`src/rtl/led_driver.sv`:
```
// LED output driver: per-LED OFF/ON/BLINK/STRETCH modes with PWM brightness,
// configured through a valid/ready command port that takes one command every two cycles.
module led_driver #(
    parameter int WIDTH          = 4,
    parameter int PWM_BITS       = 4,
    parameter int TICK_COUNT_MAX = 62500,
    parameter int BLINK_TICKS    = 500,
    parameter int STRETCH_TICKS  = 200,
    localparam int SEL_W         = (WIDTH > 1) ? $clog2(WIDTH) : 1
) (
    input  logic                clk,
    input  logic                rst_n,
    input  logic [WIDTH-1:0]    ev_in,
    input  logic                cmd_valid,
    output logic                cmd_ready,
    input  logic [SEL_W-1:0]    cmd_sel,
    input  logic [1:0]          cmd_mode,
    input  logic [PWM_BITS-1:0] cmd_duty,
    output logic [WIDTH-1:0]    led_out
);

    localparam int TICK_W  = $clog2(TICK_COUNT_MAX);
    localparam int BLINK_W = $clog2(BLINK_TICKS + 1);
    localparam int STR_W   = $clog2(STRETCH_TICKS + 1);

    typedef enum logic [1:0] {
        MODE_OFF     = 2'b00,
        MODE_ON      = 2'b01,
        MODE_BLINK   = 2'b10,
        MODE_STRETCH = 2'b11
    } mode_t;

    typedef enum logic {
        ST_IDLE  = 1'b0,
        ST_APPLY = 1'b1
    } state_t;

    state_t              r_state;
    logic [SEL_W-1:0]    r_capSel;
    mode_t               r_capMode;
    logic [PWM_BITS-1:0] r_capDuty;
    mode_t               r_mode   [WIDTH];
    logic [PWM_BITS-1:0] r_duty   [WIDTH];
    logic [STR_W-1:0]    r_stretch[WIDTH];

    logic [TICK_W-1:0]   r_tickCnt;
    logic [BLINK_W-1:0]  r_blinkCnt;
    logic                r_blinkPhase;
    logic [PWM_BITS-1:0] r_pwmCnt;

    logic                w_tick;
    logic                w_apply;
    logic [WIDTH-1:0]    w_enable;
    logic [WIDTH-1:0]    w_pwmOn;

    assign w_tick  = (r_tickCnt == TICK_W'(TICK_COUNT_MAX - 1));
    assign w_apply = (r_state == ST_APPLY);

    // Shared timebase: prescaler tick, blink phase and free-running PWM counter.
    always_ff @(posedge clk or negedge rst_n) begin
        if (!rst_n) begin
            r_tickCnt    <= '0;
            r_blinkCnt   <= '0;
            r_blinkPhase <= 1'b0;
            r_pwmCnt     <= '0;
        end else begin
            r_pwmCnt <= r_pwmCnt + PWM_BITS'(1);
            if (w_tick) begin
                r_tickCnt <= '0;
                if (r_blinkCnt == BLINK_W'(BLINK_TICKS - 1)) begin
                    r_blinkCnt   <= '0;
                    r_blinkPhase <= ~r_blinkPhase;
                end else begin
                    r_blinkCnt <= r_blinkCnt + BLINK_W'(1);
                end
            end else begin
                r_tickCnt <= r_tickCnt + TICK_W'(1);
            end
        end
    end

    // Command FSM; an out-of-range select matches no LED and is silently dropped.
    always_ff @(posedge clk or negedge rst_n) begin
        if (!rst_n) begin
            r_state   <= ST_IDLE;
            cmd_ready <= 1'b1;
            r_capSel  <= '0;
            r_capMode <= MODE_OFF;
            r_capDuty <= '0;
            for (int i = 0; i < WIDTH; i++) begin
                r_mode[i] <= MODE_OFF;
                r_duty[i] <= '0;
            end
        end else begin
            case (r_state)
                ST_IDLE: begin
                    if (cmd_valid) begin
                        r_capSel  <= cmd_sel;
                        r_capMode <= mode_t'(cmd_mode);
                        r_capDuty <= cmd_duty;
                        r_state   <= ST_APPLY;
                        cmd_ready <= 1'b0;
                    end
                end
                ST_APPLY: begin
                    for (int i = 0; i < WIDTH; i++) begin
                        if (r_capSel == SEL_W'(i)) begin
                            r_mode[i] <= r_capMode;
                            r_duty[i] <= r_capDuty;
                        end
                    end
                    r_state   <= ST_IDLE;
                    cmd_ready <= 1'b1;
                end
                default: begin
                    r_state   <= ST_IDLE;
                    cmd_ready <= 1'b1;
                end
            endcase
        end
    end

    // Reconfiguring an LED cancels its stretch; otherwise an event reload beats a tick.
    always_ff @(posedge clk or negedge rst_n) begin
        if (!rst_n) begin
            for (int i = 0; i < WIDTH; i++) begin
                r_stretch[i] <= '0;
            end
        end else begin
            for (int i = 0; i < WIDTH; i++) begin
                if (w_apply && (r_capSel == SEL_W'(i))) begin
                    r_stretch[i] <= '0;
                end else if (ev_in[i] && (r_mode[i] == MODE_STRETCH)) begin
                    r_stretch[i] <= STR_W'(STRETCH_TICKS);
                end else if (w_tick && (r_stretch[i] != '0)) begin
                    r_stretch[i] <= r_stretch[i] - STR_W'(1);
                end
            end
        end
    end

    always_comb begin
        w_enable = '0;
        w_pwmOn  = '0;
        for (int i = 0; i < WIDTH; i++) begin
            w_pwmOn[i] = (r_duty[i] == '1) || (r_pwmCnt < r_duty[i]);
            case (r_mode[i])
                MODE_OFF:     w_enable[i] = 1'b0;
                MODE_ON:      w_enable[i] = 1'b1;
                MODE_BLINK:   w_enable[i] = r_blinkPhase;
                MODE_STRETCH: w_enable[i] = (r_stretch[i] != '0);
                default:      w_enable[i] = 1'b0;
            endcase
        end
    end

    always_ff @(posedge clk or negedge rst_n) begin
        if (!rst_n) begin
            led_out <= '0;
        end else begin
            led_out <= w_enable & w_pwmOn;
        end
    end

endmodule

```
`config.mk`:
```
export PLATFORM = sky130hd
export DESIGN_NAME = led_driver
export DESIGN_NICKNAME = d
export VERILOG_FILES = /design/src/rtl/led_driver.sv
export SDC_FILE = /design/constraint.sdc
export NUM_CORES = 1
export LEC_CHECK = 0
export CORE_UTILIZATION = 61
export CTS_CLUSTER_DIAMETER = 40
export DETAILED_ROUTE_END_ITERATION = 12
export GPL_TIMING_DRIVEN = 0
export MAX_ROUTING_LAYER = met4
export PLACE_DENSITY = 0.91
export SLEW_MARGIN = 30
export SYNTH_ARGS = -nofsm -noshare
export SYNTH_HDL_FRONTEND = slang
export SYNTH_SLANG_ARGS = --single-unit
export TNS_END_PERCENT = 20
```
`constraint.sdc`:
```
create_clock -name clk -period 2.5 [get_ports clk]
set_clock_uncertainty 0.2 [all_clocks]
set_input_delay 0.5 -clock clk [delete_from_list [all_inputs] [get_ports clk]]
set_output_delay 0.5 -clock clk [all_outputs]
set_load 0.05 [all_outputs]
```
==> flow_metrics.env, run 1 <==
export IMPL_status="completed"
export IMPL_cts_sinks=100
export IMPL_crit_chain="clkdlybuf4s50_1"
export IMPL_hold_violations=0
export IMPL_min_from="r_blinkCnt[7]$_DFFE_PN0N_"
export IMPL_slowest_stage="clkdlybuf4s50_1"
export IMPL_clkPwrFrac_pct=23.3
export IMPL_cts_buffers_inserted=9
export IMPL_fp_dieH_um=93.6
export IMPL_first_pass_iters=5
export IMPL_synthDistinctLibCells=53
export IMPL_drtIter0Drc=375
export IMPL_peakVddDrop_v=0.000513
export IMPL_crit_type="reg2out"
export IMPL_end_kind="output port"
export IMPL_yosysWarnings=0
export IMPL_cp_start_kind="register"
export IMPL_grt_pass1_wl_um=19500
export IMPL_syn_to_final_growth_pct=11.5
export IMPL_grt_max_degree=53
export IMPL_r2r_start="r_tickCnt[0]$_DFF_PN0_"
export IMPL_final_setup_tns_ns=0
export IMPL_fin_crit_sh_pct=97.3
export IMPL_fin_ws_ns=0.0684
export IMPL_num_rows=33
export IMPL_grt_pass1_vias=4156
export IMPL_drive_gt1_share_pct=10.2
export IMPL_stdcell_area_um2=5710
export IMPL_p_switching_mw=1.72
export IMPL_cts_tree="built"
export IMPL_htree_levels=3
export IMPL_wl_um=11800
export IMPL_ant_nets=0
export IMPL_clkLatencyLatePin_ns=0.39
export IMPL_fmax_mhz=411
export IMPL_viasPerCell=6.55
export IMPL_grt_usage_pct=29.7
export IMPL_hold_path_class="reg2reg"
export IMPL_num_vias=4270
export IMPL_utilization_pct=69.9
export IMPL_internal_power_mw=2.89
export IMPL_final_common_cell="dfrtp_1"
export IMPL_drv_slew=0
export IMPL_root_buffer="clkbuf_8"
export IMPL_slew_headroom_pct=51.0
export IMPL_synth_edf_count=0
export IMPL_fp_dieW_um=93.6
export IMPL_seq_area_frac_synth_pct=48.9
export IMPL_start_util_pct=62.7
export IMPL_pre_cts_slack_ns=-0.0490
export IMPL_path_max_fanout=2
export IMPL_switching_share_pct=37.3
export IMPL_post_route_min_period_ns=2.43
export IMPL_wl_per_cell_um=18.1
export IMPL_critPathMaxStageDelay_ns=0.79
export IMPL_place_congestion=0.872
export IMPL_antenna_found_initial=0
export IMPL_p_leak_nw=2.54
export IMPL_core_area_um2=8180
export IMPL_pwr_share_comb_pct=28.6
export IMPL_synth_seq_cells=100
export IMPL_finalNetCount=580
export IMPL_hpwl_um=8090
export IMPL_drcViolationCount=0
export IMPL_arrival_ns=1.73
export IMPL_crit_family="buffers and inverters"
export IMPL_critPathRequiredTime_ns=1.80
export IMPL_clk_path_buf_depth=2
export IMPL_synthArstFlopShare_pct=100
export IMPL_worst_pin_slew_ns=0.732
export IMPL_p_seq_share_pct=48.2
export IMPL_maxCapViolations=0
export IMPL_syn_area_per_cell_um2=10.0
export IMPL_crit_buf_inv=1
export IMPL_syn_inst=510
export IMPL_antennaDiodeCount=0
export IMPL_syn_num_nets=548
export IMPL_clk_pin_slew_worst_paths_ns=0.12
export IMPL_placed_cell_area_um2=5470
export IMPL_syn_area_um2=5120
export IMPL_synthFlopType="dfrtp_1"
export IMPL_final_cell_mix="99 x dfrtp_1, 40 x nand2_1, 35 x o21ai_0, 34 x inv_1, 33 x a21oi_1"
export IMPL_fillers=565
export IMPL_io_pins=20
export IMPL_startpoint="cmd_ready$_DFFE_PN1P_"
export IMPL_power_mw=4.61
export IMPL_power_density_nw_per_um2=807
export IMPL_setup_viol=0
export IMPL_grt_overflow=0
export IMPL_dieArea_um2=8770
export IMPL_port_buffers=19
==> synthesized netlist by cell type, types with 2 or more instances <==
library cell / count / area share (%)
inv_1: 34 / 2.5
nor3b_1: 2 / 0.29
a21oi_1: 33 / 3.2
clkbuf_1: 8 / 0.59
nor4b_1: 3 / 0.51
nand4_1: 14 / 1.7
o311a_1: 3 / 0.59
a31oi_1: 10 / 1.2
o31ai_1: 9 / 1.3
dfrtp_1: 99 / 48
a211oi_1: 5 / 0.73
a21o_1: 6 / 0.88
nand2b_1: 8 / 0.98
nand3_1: 16 / 1.6
mux2_2: 17 / 3.7
ha_1: 23 / 5.6
nor3_1: 12 / 1.2
buf_2: 5 / 0.49
and2_1: 3 / 0.37
o21ai_0: 35 / 3.4
xor2_1: 6 / 1.0
nand2_1: 40 / 2.9
a311oi_1: 6 / 1.0
or2_2: 2 / 0.24
or4_1: 12 / 1.8
or4b_1: 2 / 0.39
nor2_1: 22 / 1.6
nor4_1: 9 / 1.1
buf_1: 2 / 0.15
and3_1: 9 / 1.1
or3_1: 20 / 2.4
o21a_1: 5 / 0.73
xnor2_1: 10 / 1.7
==> path summary, 6_finish.rpt <==
kind / endpoint / slack [ns] / depth (start not counted)
worst min-delay path: r_blinkCnt[7]$_DFFE_PN0N_ / 0.31 / 1
worst max register to register: r_stretch[12]$_DFFE_PN0P_ / 0.12 / 7
worst max-delay path: cmd_ready / 0.07 / 1
worst min register to register: r_blinkCnt[7]$_DFFE_PN0N_ / 0.31 / 1
min in group asynchronous: r_capDuty[2]$_DFFE_PN0P_ / 0.43 / 2
max in group asynchronous: r_stretch[13]$_DFFE_PN0P_ / 1.07 / 3
==> metal layers <==
layer / share of wire (%) / GRT usage [%]
met1: 42 / 37.6
met2: 50 / 46.8
met3: 5.3 / 4.96
met4: 2.8 / 14.0
met5: 0 / -
==> power groups by stage <==
| stage | sequential (mW) | clock (mW) | combinational, mW |
|---|---|---|---|
| floorplan | 2.27 | 0 | 0.825 |
| global placement | 2.21 | 0 | 1.19 |
| detailed placement | 2.23 | 0 | 1.28 |
| CTS | 2.20 | 1.09 | 1.30 |
| global route | 2.26 | 1.16 | 1.44 |
| finish | 2.22 | 1.07 | 1.32 |
==> state kept, by name (all words and copies together), names as in the netlist, 2 cells and up <==
name	count
led_out	4
r_capDuty	4
r_pwmCnt	4
r_blinkCnt	9
r_duty	16
r_capMode	2
r_mode	8
r_capSel	2
r_tickCnt	16
r_stretch	32
==> repair_timing <==
action / CTS / global route
endpoints found under the setup margin: 4 / 13
cloned: 0 / 0
hold buffers: 1 / 0
gates resized for setup: 2 / 7
buffers inserted: 0 / 0
endpoints found under the hold margin: 50 / 0
==> metrics by stage <==
step / std cells / hold WS [ns]
after floorplan: 510 / 0.00441
after global placement: 634 / 0.270
after detailed placement: 635 / 0.277
after CTS: 652 / 0.304
after global routing: 652 / 0.341
final: 652 / 0.309
==> cells by family after synthesis <==
logic type	Yosys count	synth area share (%)
fa+ha+maj	23	5.62
simple gates	188	21.3
mux	18	3.93
xor+xnor	16	2.74
flops	100	48.9
compound gates	115	13.7
buf+inv	50	3.93
==> worst register-to-register path, stage by stage, from the launching register on <==
cell      delay, ns
dfrtp_1        0.44
ha_2           0.25
and4bb_1       0.28
nand4_4        0.20
clkbuf_4       0.27
clkbuf_4       0.23
o31ai_1        0.28
a21oi_1        0.10
==> final cells by class <==
cell class                 count  area [µm²]  area share [%]
clock inverter                 7        88.8            1.55
sequential                   100        2500            43.8
buffer                        16        82.6            1.45
timing repair buffer          21         229            4.01
multi-input combinational    360        2430            42.5
inverter                      34         128            2.23
tap                          105         131            2.30
clock buffer                   9         124            2.17
(Power assumes the default switching activity.)
==> run 2: changes to the inputs <==
- ABC_AREA: default -> 1
- CORE_UTILIZATION: 61 -> 62
- PLACE_DENSITY: 0.91 -> 0.92
==> run 2 against run 1 <==
Against the previous run: clock-buffer cell count up 3; critical endpoint unchanged; via count up 20%; cell area up 9.7%; cell count up 38%; sequential cell count unchanged; critical path type unchanged; synthesized cell count up 48%; sequential power up 9%.
==> flow_metrics.env, run 2 <==
export IMPL_root_buffer="clkbuf_8"
export IMPL_core_area_um2=8850
export IMPL_synthMuxAreaShare_pct=0
export IMPL_cp_start_kind="register"
export IMPL_pre_cts_slack_ns=0.342
export IMPL_synthTopCellsByCount="196 x nand2_1, 99 x dfrtp_1, 98 x inv_1"
export IMPL_power_density_nw_per_um2=876
export IMPL_crit_type="reg2out"
export IMPL_setup_viol=0
export IMPL_peakVddDrop_v=0.000625
export IMPL_synthDistinctLibCells=35
export IMPL_cts_tree="built"
export IMPL_seq_area_frac_synth_pct=43.7
export IMPL_stdcell_count=900
export IMPL_synth_xor_area_share_pct=2.14
export IMPL_timing_hold_ws_ns=0.287
export IMPL_path_max_fanout=2
export IMPL_dieArea_um2=9620
export IMPL_ys_top_cells_by_area="dfrtp_1 43%, nand2_1 13%, nand3_1 7.3%, inv_1 6.4%, nor2_1 5.2%"
export IMPL_htree_levels=3
export IMPL_syn_to_final_growth_pct=9.44
export IMPL_status="completed"
export IMPL_synth_most_common_cell="nand2_1"
export IMPL_yosysWarnings=0
export IMPL_drcViolationCount=0
export IMPL_clkLatencyLatePin_ns=0.37
export IMPL_syn_inst=755
export IMPL_stdcell_area_um2=6260
export IMPL_crit_family="buffers and inverters"
export IMPL_grt_usage_pct=29.5
export IMPL_fp_dieH_um=98.1
export IMPL_drtIter0Drc=282
export IMPL_grt_pass1_wl_um=22000
export IMPL_num_vias=5121
export IMPL_postCtsSetupBuffers=0
export IMPL_grt_overflow=0
export IMPL_synth_adder_area_share_pct=5.03
export IMPL_rsz0062_at_grt="no"
export IMPL_synthArstFlopShare_pct=100
export IMPL_synth_compound_area_share_pct=7.98
export IMPL_crit_chain="clkdlybuf4s50_1"
export IMPL_finalNetCount=825
export IMPL_synth_simple_area_share_pct=33.0
export IMPL_clk_path_buf_depth=2
export IMPL_post_synth_top_area_fraction_pct=43.3
export IMPL_hpwl_um=9130
export IMPL_synth_top_family_by_area="simple AND/OR/NAND/NOR gates"
export IMPL_cts_sinks=100
export IMPL_synth_seq_cells=100
export IMPL_end_kind="output port"
export IMPL_clk_pin_slew_worst_paths_ns=0.10
export IMPL_antenna_found_initial=0
export IMPL_arrival_ns=1.71
export IMPL_fin_crit_sh_pct=96.5
export IMPL_cts_buffers_inserted=9
export IMPL_worst_pin_slew_ns=0.500
export IMPL_syn_area_per_cell_um2=7.58
export IMPL_critPathRequiredTime_ns=1.80
export IMPL_synth_top_cell_by_area="dfrtp_1"
export IMPL_hold_violations=0
export IMPL_grt_max_degree=72
export IMPL_slew_headroom_pct=66.6
export IMPL_drive_gt1_share_pct=7.20
export IMPL_num_rows=34
export IMPL_viasPerCell=5.69
export IMPL_grt_pass1_vias=4969
export IMPL_antennaDiodeCount=0
export IMPL_crit_buf_inv=1
export IMPL_final_common_cell="nand2_1"
export IMPL_fin_ws_ns=0.0873
export IMPL_io_pins=20
export IMPL_reg_top3="r_stretch: 32 flops, r_duty: 16 flops, r_tickCnt: 16 flops"
export IMPL_placed_cell_area_um2=6080
export IMPL_largest_reg_flops=32
export IMPL_wl_um=12800
export IMPL_place_congestion=0.965
export IMPL_critPathMaxStageDelay_ns=0.80
export IMPL_fmax_mhz=414
export IMPL_drv_slew=0
export IMPL_post_route_min_period_ns=2.41
export IMPL_final_cell_mix="196 x nand2_1, 99 x dfrtp_1, 98 x inv_1, 84 x nand3_1, 80 x nor2_1"
export IMPL_first_pass_iters=5
export IMPL_dp_cells=883
export IMPL_p_leak_nw=3.15
export IMPL_start_util_pct=64.7
export IMPL_syn_num_nets=793
export IMPL_hold_path_class="reg2reg"
export IMPL_regMostFlops="r_stretch"
export IMPL_port_buffers=19
export IMPL_synth_edf_count=0
export IMPL_syn_area_um2=5720
export IMPL_wl_per_cell_um=14.2
export IMPL_maxCapViolations=0
export IMPL_synthFlopType="dfrtp_1"
export IMPL_fp_dieW_um=98.1
export IMPL_slowest_stage="clkdlybuf4s50_1"
export IMPL_ant_nets=0
-- run 2: changes by cell type after synthesis, moves of 10 or more --
cell | before | now
a21oi_1 | 33 | 18
a31oi_1 | 10 | 0
o21ai_0 | 35 | 52
or4_1 | 12 | 0
nand2_1 | 40 | 196
nand3_1 | 16 | 84
or3_1 | 20 | 0
mux2_2 | 17 | 0
inv_1 | 34 | 98
nor2_1 | 22 | 80
-- run 2: kinds of logic after synthesis --
group,after synthesis
compound gates,86
buf+inv,116
fa+ha+maj,23
xor+xnor,14
flops,100
simple gates,416
-- run 2: worst paths after layout --
path                                   startpoint                        end  slack (ns)  cells past startpoint
max reg2reg                r_tickCnt[0]$_DFF_PN0_  r_stretch[31]$_DFFE_PN0P_        0.54                      9
max in group asynchronous                   rst_n      cmd_ready$_DFFE_PN1P_        1.07                      3
min reg2reg                r_tickCnt[0]$_DFF_PN0_     r_tickCnt[0]$_DFF_PN0_        0.29                      1
max                         cmd_ready$_DFFE_PN1P_                  cmd_ready        0.09                      1
min                        r_tickCnt[0]$_DFF_PN0_     r_tickCnt[0]$_DFF_PN0_        0.29                      1
min in group asynchronous                   rst_n  r_stretch[22]$_DFFE_PN0P_        0.37                      2
-- run 2: cell type report --
type	instances	area (µm²)
Multi-Input combinational cell	539	2760
Fill cell	674	2580
Sequential cell	100	2500
Inverter	110	415
Timing Repair Buffer	21	229
Clock buffer	12	145
Tap cell	108	135
Buffer	6	46.3
Clock inverter	4	31.3
-- run 2: power breakdown --
part	leakage (nW)	switching [mW]	internal, mW	total, mW
Clock	0.0914	0.564	0.398	0.962
Sequential	1.29	0.389	2.02	2.41
Combinational	1.76	1.32	0.794	2.12
-- run 2: metrics by stage --
stage                     setup TNS (ns)  util (%)  power, mW
after global placement           -296.49      68.4       4.35
after CTS                              0      70.8       5.49
after floorplan                        0         -       3.96
after global routing                   0      70.8       5.92
after detailed placement               0      68.7       4.49
final                                  0      70.8       5.49
-- run 2: layer usage --
metal | vias up | track usage [%] | share of wire [%]
li1 | 2489 | - | -
met3 | 30 | 4.51 | 4.3
met2 | 144 | 50.6 | 51
met5 | - | - | 0
met4 | 0 | 11.9 | 2.2
met1 | 2458 | 34.7 | 42
-- run 2: what timing repair did --
item	4_1_cts	5_1_grt
resized for setup	0	0
hold buffers	1	0
hold endpoints to repair	29	0
==> run 3: changes to the inputs <==
- CORE_MARGIN: default -> 2
- SLEW_MARGIN: 30 -> default
==> run 3 against run 2 <==
Against the previous run: combinational power is essentially flat; via count shrank 1.0%; critical path depth is the same; wire length shrank 3.1%; sequential cell count is the same; clock-buffer cell count grew 1; core utilization shrank 2.1 points; hold slack lost 0.014 ns; register-to-register slack is essentially flat; first-iteration DRC count shrank 18%.
==> flow_metrics.env, run 3 (same netlist as run 2, synthesis figures left out) <==
export IMPL_hold_violations=0
export IMPL_ant_nets=0
export IMPL_grt_pass1_vias=5032
export IMPL_cts_sinks=100
export IMPL_clk_pin_slew_worst_paths_ns=0.09
export IMPL_fillers=717
export IMPL_drive_gt1_share_pct=7.07
export IMPL_reg2reg_depth=9
export IMPL_hpwl_um=9050
export IMPL_dieArea_um2=10000
export IMPL_antenna_found_initial=0
export IMPL_root_buffer="clkbuf_8"
export IMPL_path_depth=1
export IMPL_place_congestion=0.911
export IMPL_viasPerCell=5.61
export IMPL_crit_chain="clkdlybuf4s50_1"
export IMPL_drv_slew=0
export IMPL_grt_pass1_wl_um=22100
export IMPL_min_from="r_tickCnt[0]$_DFF_PN0_"
export IMPL_crit_buf_inv=1
export IMPL_largest_reg_flops=32
export IMPL_holdPathStages=1
export IMPL_maxCapViolations=0
export IMPL_core_area_um2=9110
export IMPL_antennaDiodeCount=0
export IMPL_num_vias=5069
export IMPL_r2r_start="r_tickCnt[0]$_DFF_PN0_"
export IMPL_htree_levels=3
export IMPL_critPathRequiredTime_ns=1.80
export IMPL_status="completed"
export IMPL_post_route_min_period_ns=2.40
export IMPL_slew_headroom_pct=66.7
export IMPL_grt_usage_pct=27.9
export IMPL_clkLatencyLatePin_ns=0.36
export IMPL_power_density_nw_per_um2=871
export IMPL_cts_buffers_inserted=9
export IMPL_clk_path_buf_depth=2
export IMPL_finalNetCount=825
export IMPL_fin_crit_sh_pct=95.8
export IMPL_crit_type="reg2out"
export IMPL_final_setup_tns_ns=0
export IMPL_io_pins=20
export IMPL_pre_cts_slack_ns=0.336
export IMPL_num_rows=35
export IMPL_wl_per_cell_um=13.7
export IMPL_regToRegSetupSlack_ns=0.54
export IMPL_peakVddDrop_v=0.000593
export IMPL_fmax_mhz=417
export IMPL_end_kind="output port"
export IMPL_r2r_end="r_stretch[28]$_DFFE_PN0P_"
export IMPL_cp_start_kind="register"
export IMPL_drtIter0Drc=231
export IMPL_critPathMaxStageDelay_ns=0.80
export IMPL_crit_family="buffers and inverters"
export IMPL_postCtsSetupBuffers=0
export IMPL_power_mw=5.45
export IMPL_arrival_ns=1.70
export IMPL_first_pass_iters=5
export IMPL_syn_to_final_growth_pct=9.33
export IMPL_cts_tree="built"
export IMPL_drcViolationCount=0
export IMPL_worst_hold_path_endpoint="r_tickCnt[0]$_DFF_PN0_"
export IMPL_fp_dieH_um=100
export IMPL_final_cell_mix="196 x nand2_1, 99 x dfrtp_1, 98 x inv_1, 84 x nand3_1, 80 x nor2_1"
export IMPL_port_buffers=19
export IMPL_wl_um=12400
export IMPL_slowest_stage="clkdlybuf4s50_1"
export IMPL_grt_overflow=0
export IMPL_hold_path_class="reg2reg"
export IMPL_grt_max_degree=73
export IMPL_worst_pin_slew_ns=0.498
export IMPL_fp_dieW_um=100
export IMPL_p_leak_nw=3.14
export IMPL_rsz0062_at_grt="no"
export IMPL_regMostFlops="r_stretch"
export IMPL_final_common_cell="nand2_1"
export IMPL_path_max_fanout=2
export IMPL_fin_ws_ns=0.105
export IMPL_reg_top3="r_stretch: 32 flops, r_duty: 16 flops, r_tickCnt: 16 flops"
export IMPL_setup_viol=0
export IMPL_start_util_pct=62.8
## run 3: cell count changes in the layout (fill, tap and decap cells not counted)
cell | previous run | this run
clkbuf_1 | 4 | 5
buf_6 | 4 | 3
clkinv_4 | 1 | 0
buf_4 | 0 | 1
clkinvlp_4 | 0 | 1
inv_6 | 2 | 1
## run 3: stage by stage
stage	util, %	cell area (µm²)	instances	hold WS (ns)
after floorplan	-	5720	755	0.00441
after global placement	66.5	6050	885	0.245
after detailed placement	66.7	6080	886	0.259
after CTS	68.7	6260	903	0.271
after global routing	68.7	6260	903	0.284
final	68.7	6260	903	0.273
## run 3: worst max path at each step
stage / startpoint / to
floorplan: r_tickCnt[0]$_DFF_PN0_ / r_stretch[20]$_DFFE_PN0P_
global placement: rst_n / r_stretch[28]$_DFFE_PN0P_
detailed placement: ev_in[2] / r_stretch[9]$_DFFE_PN0P_
CTS: cmd_ready$_DFFE_PN1P_ / cmd_ready
global route: cmd_ready$_DFFE_PN1P_ / cmd_ready
finish: cmd_ready$_DFFE_PN1P_ / cmd_ready
## run 3: power by group
group	leakage (nW)	switching, mW	total (mW)	internal (mW)
registers	1.29	0.381	2.40	2.02
logic	1.76	1.31	2.10	0.794
clock network	0.0840	0.551	0.945	0.394
total	3.14	2.24	5.45	3.21
## run 3: timing repair
item | CTS | global route
hold buffers | 1 | 0
endpoints found under the setup margin | 0 | 0
hold endpoints to repair | 28 | 0
resized for setup | 0 | 0
## run 3: metal layers
layer,GRT usage (%),vias up,routed length [µm]
met5,-,-,0
met4,8.32,0,159
met3,3.90,23,497
met2,47.8,149,6390
met1,34.6,2410,5370
li1,-,2487,-
## run 3: final cells by class
class | instances | area, µm² | area share [%]
Multi-Input combinational cell | 539 | 2760 | 44.1
Sequential cell | 100 | 2500 | 40.0
Inverter | 110 | 415 | 6.64
Timing Repair Buffer | 21 | 225 | 3.60
Clock buffer | 13 | 149 | 2.38
Tap cell | 111 | 139 | 2.22
Buffer | 6 | 46.3 | 0.740
Clock inverter | 3 | 21.3 | 0.340
==> RTL change 1, RTL diff (flow settings as in run 3) <==
Register the inputs `cmd_mode` and `cmd_duty` before use. The logic sees them one clock later. The other inputs are not delayed to match.
--- a/src/rtl/led_driver.sv
+++ b/src/rtl/led_driver.sv
@@ -35,4 +35,12 @@
         ST_APPLY = 1'b1
     } state_t;
+
+    logic [1:0] cmd_mode_q;
+    logic [PWM_BITS-1:0] cmd_duty_q;
+
+    always_ff @(posedge clk) begin
+        cmd_mode_q <= cmd_mode;
+        cmd_duty_q <= cmd_duty;
+    end
 
     state_t              r_state;
@@ -97,6 +105,6 @@
                     if (cmd_valid) begin
                         r_capSel  <= cmd_sel;
-                        r_capMode <= mode_t'(cmd_mode);
-                        r_capDuty <= cmd_duty;
+                        r_capMode <= mode_t'(cmd_mode_q);
+                        r_capDuty <= cmd_duty_q;
                         r_state   <= ST_APPLY;
                         cmd_ready <= 1'b0;
Check against the original RTL: not equivalent (a bounded check fails within 4 cycles, from zero or initial values and one cycle with rst_n low).
==> RTL change 1 against run 3 <==
- power increased by 2.5%
- sequential share of layout area increased by 1.2 points
- worst setup slack got worse by 0.057 ns
- count of clock-buffer cells in the layout decreased by 1
- final area increased by 1.7%
- area after synthesis increased by 1.4%
- wire length increased by 3.8%
- sequential cell count increased by 6
- core utilization increased by 0.85 points
- largest cell class unchanged
==> RTL change 1: results (changes against run 3) <==
status=finished, final reports clean (unchanged); WHS Path Cells=2 (was 1); area of the multi-input gates=0.00274 mm2 (was 0.00276 mm2); Repair and plain buffers=30 (was 27); Worst VDD drop=356 uV (was 593 uV); first-pass GRT wire length=21900 um (was 22100 um); Core Util, Final=69.6% (was 68.7%); share of cells above drive strength 1=6.52% (was 7.07%); DR WL met2=6420 um (was 6390 um); largest net degree at the start of global routing=68 (was 73); adder-cell share of the synthesized area=4.96% (was 5.03%); sequential area share after synthesis=45.2% (was 43.7%); total track usage=28.0% (was 27.9%); comb_multi_in=542 (was 539); top sig layer=met4 (unchanged); worst r2r path cells=8 (was 9); Synth Area in Compound Gates=7.76% (was 7.98%); nets@finish=830 (was 825); Post-DP Area=0.00616 mm2 (was 0.00608 mm2); vias in the first global route=4975 (was 5032); Layout non-clock buf frac=4.36% (was 4.34%); Cell variety after synth=38 (was 35); Synth Area in XOR/XNOR=2.11% (was 2.14%); Synth Flop Type=dfrtp_1 (unchanged); P_leak=3.23 nW (was 3.14 nW); top cells by count, synth=nand2_1, dfrtp_1, inv_1, nand3_1, nor2_1 (unchanged); dpl ws=0.183 ns (was 0.336 ns); Crit path arrival time=1.75 ns (was 1.70 ns); post-route met1 wirelength=5410 um (was 5370 um); Non-Filler Instances=908 (was 903); initial DRC count=387 (was 231); Slew @ Worst Pin=0.513 ns (was 0.498 ns); Avg WL per Cell=14.2 um (was 13.7 um); post-synthesis cell count=760 (was 755); WP depth=1 (unchanged); sequential portion of the cell area=41.2% (was 40.0%); CLK BUF=12 (was 13); detailed-route via count=5193 (was 5069); Placed Cells=891 (was 886); RePlAce Congestion=0.911 (about the same); Seq cells post-synth=106 (was 100)
## RTL change 1: power breakdown
group	total, mW	internal, mW	switching, mW
Clock	1.07	0.492	0.580
Sequential	2.46	2.10	0.361
Combinational	2.05	0.751	1.30
## RTL change 1: worst paths after layout
path	startpoint	endpoint	slack (ns)
setup / recovery	cmd_ready$_DFFE_PN1P_	cmd_ready	0.05
hold / removal	cmd_duty_q[1]$_DFF_P_	r_capDuty[1]$_DFFE_PN0P_	0.26
setup reg to reg	r_tickCnt[0]$_DFF_PN0_	r_stretch[23]$_DFFE_PN0P_	0.52
hold reg to reg	cmd_duty_q[1]$_DFF_P_	r_capDuty[1]$_DFFE_PN0P_	0.26
max in group asynchronous	rst_n	r_stretch[23]$_DFFE_PN0P_	1.01
min in group asynchronous	rst_n	r_stretch[29]$_DFFE_PN0P_	0.42
## RTL change 1: layer usage
layer,global-route usage [%],up-vias
li1,-,2505
met5,-,-
met3,5.13,34
met4,10.3,0
met1,34.8,2451
met2,45.9,203
==> RTL change 2, RTL diff (settings of run 3) <==
Made on the original files. `STRETCH_TICKS`: 200 -> 100.
--- a/src/rtl/led_driver.sv
+++ b/src/rtl/led_driver.sv
@@ -6,5 +6,5 @@
     parameter int TICK_COUNT_MAX = 62500,
     parameter int BLINK_TICKS    = 500,
-    parameter int STRETCH_TICKS  = 200,
+    parameter int STRETCH_TICKS  = 100,
     localparam int SEL_W         = (WIDTH > 1) ? $clog2(WIDTH) : 1
 ) (
Formal check against the unedited RTL: same outputs for any inputs over 4 cycles, from zero or initial values and one cycle with rst_n low; that may be too few to reach the edited logic, so the function may still have changed.
==> RTL change 2 against run 3 <==
- worst setup slack got worse by 0.042 ns
- final area shrank 6.0%
- wire length is 3.4% lower
- worst hold slack worse by 0.0061 ns
- power decreased by 2.9%
- sequential cell count fell by 4
- area after synthesis fell by 7.2%
==> RTL change 2: results (changes against run 3) <==
vias in the first global route=4737 (was 5032); dpl ws=0.300 ns (was 0.336 ns); sequential area share after synthesis=45.3% (was 43.7%); Max Freq=0.410 GHz (was 0.417 GHz); largest cells by area after synthesis=dfrtp_1, nand2_1, nand3_1 (unchanged); fraction of met1 tracks used by global routing=34.8% (was 34.6%); total track usage=29.1% (was 27.9%); post-route met1 wirelength=4910 um (was 5370 um); detailed-route via count=4793 (was 5069); Placed Cells=821 (was 886); P_leak=3.00 nW (was 3.14 nW); Cell variety after synth=28 (was 35); Post-DP Area=0.00566 mm2 (was 0.00608 mm2); post-cts resize count=0 (unchanged); status=finished, final reports clean (unchanged); largest registers=r_stretch x28, r_duty x16, r_tickCnt x16 (was r_stretch x32, r_duty x16, r_tickCnt x16); Worst slew margin=59.7% (was 66.7%); Avg WL per Cell=14.3 um (was 13.7 um); Final HPWL DP=8660 um (was 9050 um); GR Util met2=48.9% (was 47.8%); post-synthesis cell count=696 (was 755); share of cells above drive strength 1=6.28% (was 7.07%); RePlAce Congestion=0.926 (was 0.911); routed wire length=12000 um (was 12400 um); Fin Hold WS=0.267 ns (was 0.273 ns); Worst VDD drop=487 uV (was 593 uV); largest net degree at the start of global routing=53 (was 73); nets@finish=766 (was 825); reg-to-reg endpoint=r_stretch[4]$_DFFE_PN0P_ (was r_stretch[28]$_DFFE_PN0P_); syn_nets=734 (was 793); met3 WL post-DR=593 um (was 497 um); Crit path arrival time=1.74 ns (was 1.70 ns); initial DRC count=338 (was 231); first-pass GRT wire length=20400 um (was 22100 um); worst r2r path cells=9 (unchanged); top cells by count, synth=nand2_1, inv_1, dfrtp_1, nand3_1, nor2_1 (was nand2_1, dfrtp_1, inv_1, nand3_1, nor2_1); GR Util met3=3.88% (was 3.90%); setup slack, reg-to-reg=0.52 ns (was 0.54 ns); DR WL met2=6160 um (was 6390 um)
RTL change 2: power breakdown:
group	total [mW]	internal (mW)	switching, mW
Sequential	2.25	1.94	0.315
Clock	1.08	0.506	0.575
Combinational	1.96	0.732	1.22
RTL change 2: cell type report:
class	instances	area, um2
Buffer	10	68.8
Clock buffer	10	138
Clock inverter	6	76.3
Fill cell	615	2380
Inverter	101	379
Multi-Input combinational cell	489	2460
Sequential cell	96	2400
Tap cell	105	131
Timing Repair Buffer	21	225
RTL change 2: cell families after synthesis:
kind of cell	count (synthesis)	synth area share [%]
compound gates	92	8.95
xor+xnor	14	2.31
fa+ha+maj	23	5.42
buf+inv	111	8.44
flops	96	45.3
simple gates	360	29.6
RTL change 2: repair_timing:
| action | CTS | global route |
|---|---|---|
| hold endpoints to repair | 43 | 0 |
| setup buffers | 0 | 0 |
| endpoints found under the setup margin | 0 | 0 |
| hold buffers | 1 | 0 |
